$ cat config.mk
export PLATFORM = sky130hd
export DESIGN_NAME = obi_spi_flash_reader
export DESIGN_NICKNAME = d
export VERILOG_FILES = /design/src/rtl/obi_spi_flash_reader.sv
export SDC_FILE = /design/constraint.sdc
export NUM_CORES = 1
export LEC_CHECK = 0
export CAP_MARGIN = 20
export CORE_UTILIZATION = 60
export DETAILED_ROUTE_END_ITERATION = 8
export DONT_BUFFER_PORTS = 1
export PLACE_DENSITY = 0.79
export SYNTH_ARGS = -nofsm -noshare
export SYNTH_HDL_FRONTEND = slang
export SYNTH_SLANG_ARGS = --single-unit
$ cat constraint.sdc
create_clock -name clk_i -period 2.95 [get_ports clk_i]
set_input_delay 0.59 -clock clk_i [delete_from_list [all_inputs] [get_ports clk_i]]
set_output_delay 0.59 -clock clk_i [all_outputs]
set_load 0.005 [all_outputs]
$ cat src/rtl/obi_spi_flash_reader.sv
// rtl/obi_spi_flash_reader.sv - OBI read-only window onto a SPI NOR flash
// Each granted word read becomes one SPI READ (0x03) transaction, mode 0, MSB first.
module obi_spi_flash_reader #(
  parameter logic [31:0] FLASH_BASE_ADDR = 32'h2000_0000,
  parameter int          CLK_DIV         = 2,
  parameter int          CS_IDLE_CYCLES  = 4
) (
  input  logic        clk_i,
  input  logic        rst_ni,
  input  logic        req_i,
  output logic        gnt_o,
  input  logic [31:0] addr_i,
  input  logic        we_i,
  input  logic [3:0]  be_i,
  input  logic [31:0] wdata_i,
  output logic        rvalid_o,
  output logic [31:0] rdata_o,
  output logic        illegal_write_o,
  output logic        busy_o,
  output logic        spi_csn_o,
  output logic        spi_sck_o,
  output logic        spi_mosi_o,
  input  logic        spi_miso_i
);

  localparam logic [1:0] ST_IDLE   = 2'd0;
  localparam logic [1:0] ST_SHIFT  = 2'd1;
  localparam logic [1:0] ST_RESP   = 2'd2;
  localparam logic [1:0] ST_CSWAIT = 2'd3;

  localparam logic [15:0] DIV_LAST  = 16'(CLK_DIV - 1);
  localparam logic [15:0] WAIT_LAST = 16'(CS_IDLE_CYCLES - 1);

  logic [1:0]  state;
  logic [15:0] div_cnt;
  logic [15:0] wait_cnt;
  logic [5:0]  bit_cnt;
  logic [63:0] tx_sh;
  logic [31:0] rx_sh;
  logic [31:0] offset;
  logic [23:0] flash_addr;
  logic [63:0] tx_load;
  logic        unused_inputs;

  assign offset     = addr_i - FLASH_BASE_ADDR;
  assign flash_addr = {offset[23:2], 2'b00};
  assign tx_load    = {8'h03, flash_addr, 32'h0};

  // The write error response occupies the cycle after the grant, so hold off a new grant then.
  assign gnt_o  = req_i & (state == ST_IDLE) & ~illegal_write_o;
  assign busy_o = (state != ST_IDLE);

  assign unused_inputs = ^{be_i, wdata_i, offset[31:24], offset[1:0]};

  always_ff @(posedge clk_i or negedge rst_ni) begin
    if (!rst_ni) begin
      state           <= ST_IDLE;
      div_cnt         <= '0;
      wait_cnt        <= '0;
      bit_cnt         <= '0;
      tx_sh           <= '0;
      rx_sh           <= '0;
      rvalid_o        <= 1'b0;
      rdata_o         <= '0;
      illegal_write_o <= 1'b0;
      spi_csn_o       <= 1'b1;
      spi_sck_o       <= 1'b0;
      spi_mosi_o      <= 1'b0;
    end else begin
      rvalid_o        <= 1'b0;
      illegal_write_o <= 1'b0;
      case (state)
        ST_IDLE: begin
          if (req_i && gnt_o) begin
            if (we_i) begin
              rvalid_o        <= 1'b1;
              rdata_o         <= '0;
              illegal_write_o <= 1'b1;
            end else begin
              state      <= ST_SHIFT;
              spi_csn_o  <= 1'b0;
              spi_sck_o  <= 1'b0;
              tx_sh      <= tx_load;
              spi_mosi_o <= tx_load[63];
              div_cnt    <= '0;
              bit_cnt    <= '0;
            end
          end
        end
        ST_SHIFT: begin
          if (div_cnt == DIV_LAST) begin
            div_cnt <= '0;
            if (!spi_sck_o) begin
              spi_sck_o <= 1'b1;
              rx_sh     <= {rx_sh[30:0], spi_miso_i};
            end else if (bit_cnt == 6'd63) begin
              // Only the last 32 sampled bits survive in rx_sh; first wire byte lands in [7:0].
              spi_sck_o  <= 1'b0;
              spi_csn_o  <= 1'b1;
              spi_mosi_o <= 1'b0;
              state      <= ST_RESP;
              rvalid_o   <= 1'b1;
              rdata_o    <= {rx_sh[7:0], rx_sh[15:8], rx_sh[23:16], rx_sh[31:24]};
            end else begin
              spi_sck_o  <= 1'b0;
              bit_cnt    <= bit_cnt + 6'd1;
              tx_sh      <= {tx_sh[62:0], 1'b0};
              spi_mosi_o <= tx_sh[62];
            end
          end else begin
            div_cnt <= div_cnt + 16'd1;
          end
        end
        ST_RESP: begin
          state    <= ST_CSWAIT;
          wait_cnt <= '0;
        end
        ST_CSWAIT: begin
          if (wait_cnt == WAIT_LAST) begin
            state <= ST_IDLE;
          end else begin
            wait_cnt <= wait_cnt + 16'd1;
          end
        end
        default: state <= ST_IDLE;
      endcase
    end
  end

endmodule
After elaboration in Yosys (flattened, before gate mapping)
Cells that the tools add are included.
{"block": "classes", "n_mux": 51, "reduce_logical": 14, "eq_ne": 15, "bitwise": 4, "add_sub_neg": 4}
{"cell": "two-way mux 63 bit", "count": 5}
{"cell": "two-way mux 32 bit", "count": 5}
{"cell": "case mux 63 bit (2 select lines)", "count": 1}
{"cell": "two-way mux 16 bit", "count": 4}
{"cell": "case mux 16 bit (2 select lines)", "count": 2}
{"cell": "case mux 32 bit (2 select lines)", "count": 1}
{"cell": "adder 16 x 1 -> 16 bit (second input constant)", "count": 2}
{"cell": "two-way mux 6 bit", "count": 5}
{"cell": "AND reduction 6 bit", "count": 4}
{"cell": "subtractor 24 x 1 -> 24 bit (second input constant)", "count": 1}
{"cell": "== test 16 x 1 -> 1 bit (second input constant)", "count": 1}
{"cell": "== test 16 x 2 -> 1 bit (second input constant)", "count": 1}
{"cell": "two-way mux 1 bit", "count": 16}
{"cell": "!= test 2 bit (second input constant)", "count": 8}
{"cell": "two-way mux 2 bit", "count": 6}
{"cell": "case mux 6 bit (2 select lines)", "count": 1}
{"cell": "case mux 1 bit (2 select lines)", "count": 4}
{"cell": "case mux 2 bit (4 select lines)", "count": 1}
{"cell": "adder 6 x 1 -> 6 bit (second input constant)", "count": 1}
{"cell": "== test 6 bit (second input constant)", "count": 1}
{"cell": "AND reduction 3 bit", "count": 2}
{"cell": "nonzero test 2 bit", "count": 3}
{"cell": "AND reduction 5 bit", "count": 1}
{"cell": "== test 2 bit (second input constant)", "count": 2}
{"cell": "8 further kinds", "count": 10}
{"block": "word_totals", "word_cells": 100, "reg_bits": 172}

Depth between registers and ports, before layout
Gate-level depths: netlist (run 1).
{"block": "logic_depth", "word_depth": 6, "mapped_depth": 10}

Least setup slack after synthesis (run 1)
Ideal clock, no wire load.
{"block": "synth_timing", "path_kind": "register -> register", "from": "reg state[1]", "to": "reg tx_sh[38]", "arrival_ps": 1899, "stages_incl_launch_ff": 11, "setup_time_ps": 137, "required_ps": 2813, "period_less_slack_ps": 2036, "n_path_buf": 3, "setup_slack_ps": 914, "path_cell_list": "dfrtp_1 -> inv_1 -> ha_1 -> buf_2 -> nand2b_1 -> o21a_1 -> or4_4 -> buf_6 -> buf_6 -> o22ai_1 -> a21oi_1"}
{"block": "synth_between", "elab_chain_cells": 6}
{"element": "start: declaration", "line_no": "34", "text": "logic [1:0] state;"}
{"element": "start signal: assignment", "line_no": "57", "text": "state <= ST_IDLE;"}
{"element": "start signal: assignment", "line_no": "80", "text": "state <= ST_SHIFT;"}
{"element": "start signal: assignment", "line_no": "101", "text": "state <= ST_RESP;"}
{"element": "logical NOT 2 bit", "line_no": "50, 72"}
{"element": "AND 1 bit (2 in a row)", "line_no": "50", "text": "assign gnt_o = req_i & (state == ST_IDLE) & ~illegal_write_o;"}
{"element": "logical AND 1 bit", "line_no": "74", "text": "if (req_i && gnt_o) begin"}
{"element": "!= test 2 x 1 -> 1 bit (no line)"}
{"element": "AND reduction 6 bit (no line)"}
{"element": "end signal: assignment", "line_no": "83", "text": "tx_sh <= tx_load;"}
{"element": "end signal: assignment", "line_no": "107", "text": "tx_sh <= {tx_sh[62:0], 1'b0};"}
{"element": "end: declaration", "line_no": "38", "text": "logic [63:0] tx_sh;"}
Parallel ways exist; a longest one is shown, timed or not.
A chain may end at the register's enable or synchronous reset.

Final worst setup path (run 1)
{"block": "layout_timing", "from": "reg bit_cnt[0]", "to": "reg rdata_o[29]"}
{"block": "layout_between", "elab_chain_cells": 3}
{"element": "start: declaration", "line_no": "37", "text": "logic [5:0] bit_cnt;"}
{"element": "start signal: assignment", "line_no": "106", "text": "bit_cnt <= bit_cnt + 6'd1;"}
{"element": "== test 6 bit", "line_no": "96", "text": "end else if (bit_cnt == 6'd63) begin"}
{"element": "!= test 2 bit (no line)"}
{"element": "AND reduction 6 bit (no line)"}
{"element": "end signal: assignment", "line_no": "103", "text": "rdata_o <= {rx_sh[7:0], rx_sh[15:8], rx_sh[23:16], rx_sh[31:24]};"}
{"element": "end: declaration", "line_no": "17", "text": "output logic [31:0] rdata_o,"}
No other way between the ends.

==> flow_summary.json, run 1 <==
{
  "cts.sinks": 138,
  "grt_util_all_layers_pct": 25.3,
  "synth-seq-cells": 138,
  "maxClockFrequency_mhz": 393,
  "num_io_pins": 112,
  "syn_nets": 620,
  "postSynth.topFlopCell": "dfrtp_1",
  "final-setup-viol-count": 0,
  "cts_resized": 0,
  "fin_tns_setup_ns": 0,
  "rows": 36,
  "critical_path_required_ns": 3.36,
  "utilization_pct": 69.5,
  "worst-endpoint-arrival_ns": 2.96,
  "synth-seq-area-share_pct": 56.2,
  "synthesis.area_per_instance_sq_um": 11.4,
  "placed_cells": 647,
  "violations": "hold timing",
  "power.density_cell_area_mw_per_mm2": 588,
  "ys.warnings.count": 0,
  "post_synth_inst_count": 538,
  "timing_max_transition_violations_final": 0,
  "end_kind": "flop",
  "finalNetCount": 616,
  "cp_top_family": "simple AND/OR/NAND/NOR gates",
  "drive_above_1_share_pct": 14.6,
  "p_total_mw": 4.03,
  "worst-slew-pin-transition_ns": 0.709,
  "layout_common_cells": "dfrtp_1, a22o_1, o22ai_1",
  "netlist-cell-type-count": 50,
  "maxCapViolCount": 0,
  "detailed_place_hpwl_mm": 7.60,
  "worst_path_max_delay_cell": "a22o_1",
  "final_cells": 680,
  "clk-insertion-delay-late_ns": 0.53,
  "synth_enable_flop_cells": 0,
  "port-buffer-count": 0,
  "antenna_violating_nets_post_route": 0,
  "critPathLaunchType": "flop",
  "drt_first_iter_violations": 270,
  "die_width_microns": 103,
  "synth.cell_area_sq_mm": 0.00615,
  "number_of_antenna_violations_at_the_first_check_in_global_routing": 0,
  "clock_tree.htree_level_count": 4,
  "layout_commonest_cell": "dfrtp_1",
  "viasPerCell": 6.51,
  "total_congestion_overflow": 0,
  "finalCritPeriodShare_pct": 86.3,
  "grt_first_pass_wirelength_mm": 20.2,
  "worst_slew_margin_relative_to_its_limit_pct": 52.7,
  "wl_per_cell_microns": 18.4,
  "routed_wirelength_mm": 12.5,
  "area_of_the_core_sq_mm": 0.00986,
  "drcViolationCount": 0,
  "clock_skews_ns": 0.00753,
  "detailedRoute.firstPassIterationCount": 5,
  "grt_pass1_vias": 4151,
  "synth-async-reset-ratio_pct": 100,
  "cts.root.buffer_cell": "clkbuf_8",
  "antennaDiodeCount": 0,
  "critical_path_peak_fanout": 17,
  "criticalPathCategory": "flop to flop",
  "cp_common_cell": "a22o_1",
  "initial_utilization_pct": 62.4,
  "rsz0062_at_grt": "no",
  "crit_buf_inv": 1,
  "dieHeight_microns": 103,
  "floorplan.die_area_sq_mm": 0.0107,
  "numCtsBuffers": 17,
  "outcome": "finished with violations",
  "cp_slowest_stage_delay_ns": 0.50,
  "syn2layout_area_growth_pct": 11.5,
  "cts_buffer_depth": 2,
  "routed_vias": 4427,
  "final.hold.worst_slack_ns": -0.248,
  "vdd_drop_max_uv": 335,
  "number_of_buffers_inserted_by_post_cts_setup_repair": 0,
  "final_period_minus_worst_setup_slack_ns": 2.55,
  "finalWeightedCongestion": 0.865,
  "maximum_number_of_pins_on_one_net_before_global_route_repair": 139,
  "total_leakage_power_nw": 3.04,
  "tritoncts": "yes",
  "crit_path_cell_trace": "ha_1 -> nand2_1 -> nor2b_1 -> nand3_1 -> a22o_1 -> buf_8 -> a22o_1",
  "worstHoldPathType": "input pin to asynchronous set/reset pin",
  "clk_transition_reported_paths_ns": 0.06,
  "timing_hold_violations_final": 138
}
stage by stage:
step / hold WS (ns) / area, sq um / setup slack [ns]
5_1_grt: -0.271 / 6860 / 0.207
6_report: -0.248 / 6860 / 0.405
3_3_place_gp: 0.298 / 6250 / 0.430
2_1_floorplan: 0.294 / 6150 / 0.914
3_5_place_dp: 0.301 / 6250 / 0.336
4_1_cts: -0.262 / 6850 / 0.326
flip-flops by register name, summed over array words and instances (netlist names):
signal / cells
bit_cnt: 6
rdata_o: 32
wait_cnt: 16
tx_sh: 29
spi_csn_o: 1
rvalid_o: 1
div_cnt: 16
rx_sh: 32
illegal_write_o: 1
state: 2
spi_sck_o: 1
spi_mosi_o: 1
synth_stat cells (all sizes together), types with 7 or more instances:
cell,count,share of area (%)
nand4,13,1.3
buf,10,1.1
nand2,34,2.1
nor4,10,1.6
a21oi,26,2.1
mux2,34,6.2
and3,7,0.73
a22o,48,6.8
o21ai,16,1.3
nor2,26,1.6
xor2,10,1.4
dfrtp,137,56
nand3,24,2.0
o22ai,44,4.5
clkbuf,21,1.3
inv,9,0.55
ha,9,1.8
nor3,8,0.81
power breakdown:
group          leakage, nW  internal (mW)  switching, mW  total (mW)
Sequential            1.75           1.89       0.000481        1.89
Clock                0.286           1.32          0.813        2.13
Combinational         1.01        0.00282        0.00111     0.00393
layer usage:
metal | GRT usage (%) | share of wire [%] | vias to the layer above
met5 | 0 | 0 | -
met4 | 11.7 | 2.1 | 0
met1 | 33.2 | 44 | 2236
li1 | - | - | 2026
met2 | 39.2 | 49 | 140
met3 | 7.26 | 5.3 | 25
final timing paths:
path	depth (start not counted)	from	slack, ns	endpoint
hold / removal	0	rst_ni	-0.25	wait_cnt[15]
hold reg to reg	1	wait_cnt[15]	0.51	wait_cnt[15]
setup reg to reg	7	bit_cnt[0]	0.40	rdata_o[29]
min in group clk_i	1	spi_miso_i	0.21	rx_sh[0]
max in group asynchronous	0	rst_ni	2.90	rx_sh[8]
setup / recovery	7	bit_cnt[0]	0.40	rdata_o[29]
cell families after synthesis:
kind of cell	synth area share, %
AOI/OAI and AO/OA	17.5
xor gates and xnor gates	1.99
adders and majority gates	1.83
buffers and inverters	2.95
DFF	56.2
muxes	7.20
and+or+nand+nor	12.3
worst register-to-register path: cells and delay by family (launching register included):
family,cells,cell delay [ns]
AOI/OAI and AO/OA,2,0.74
adders and majority gates,1,0.24
buffers and inverters,1,0.26
DFF,1,0.42
and+or+nand+nor,3,0.77
final cells by class:
| cell class | count | area [sq um] |
|---|---|---|
| fillers | 659 | 3000 |
| inverters | 9 | 33.8 |
| clock buffers | 20 | 435 |
| flip-flops and latches | 138 | 3450 |
| repair buffers | 8 | 80.1 |
| multi-input cells | 360 | 2530 |
| clock inverters | 12 | 163 |
| well taps | 133 | 166 |
(Power assumes the default switching activity.)
==> inputs of run 2 (changes only) <==
Settings changed: TNS_END_PERCENT set to 30.
==> results of run 2 <==
Final layout, timing and power as in run 1 (identical DEF).
==> inputs of run 3 (changes only) <==
Settings changed: HOLD_SLACK_MARGIN set to 0.08.
==> results of run 3 <==
Final layout, timing and power as in run 1 (identical DEF).
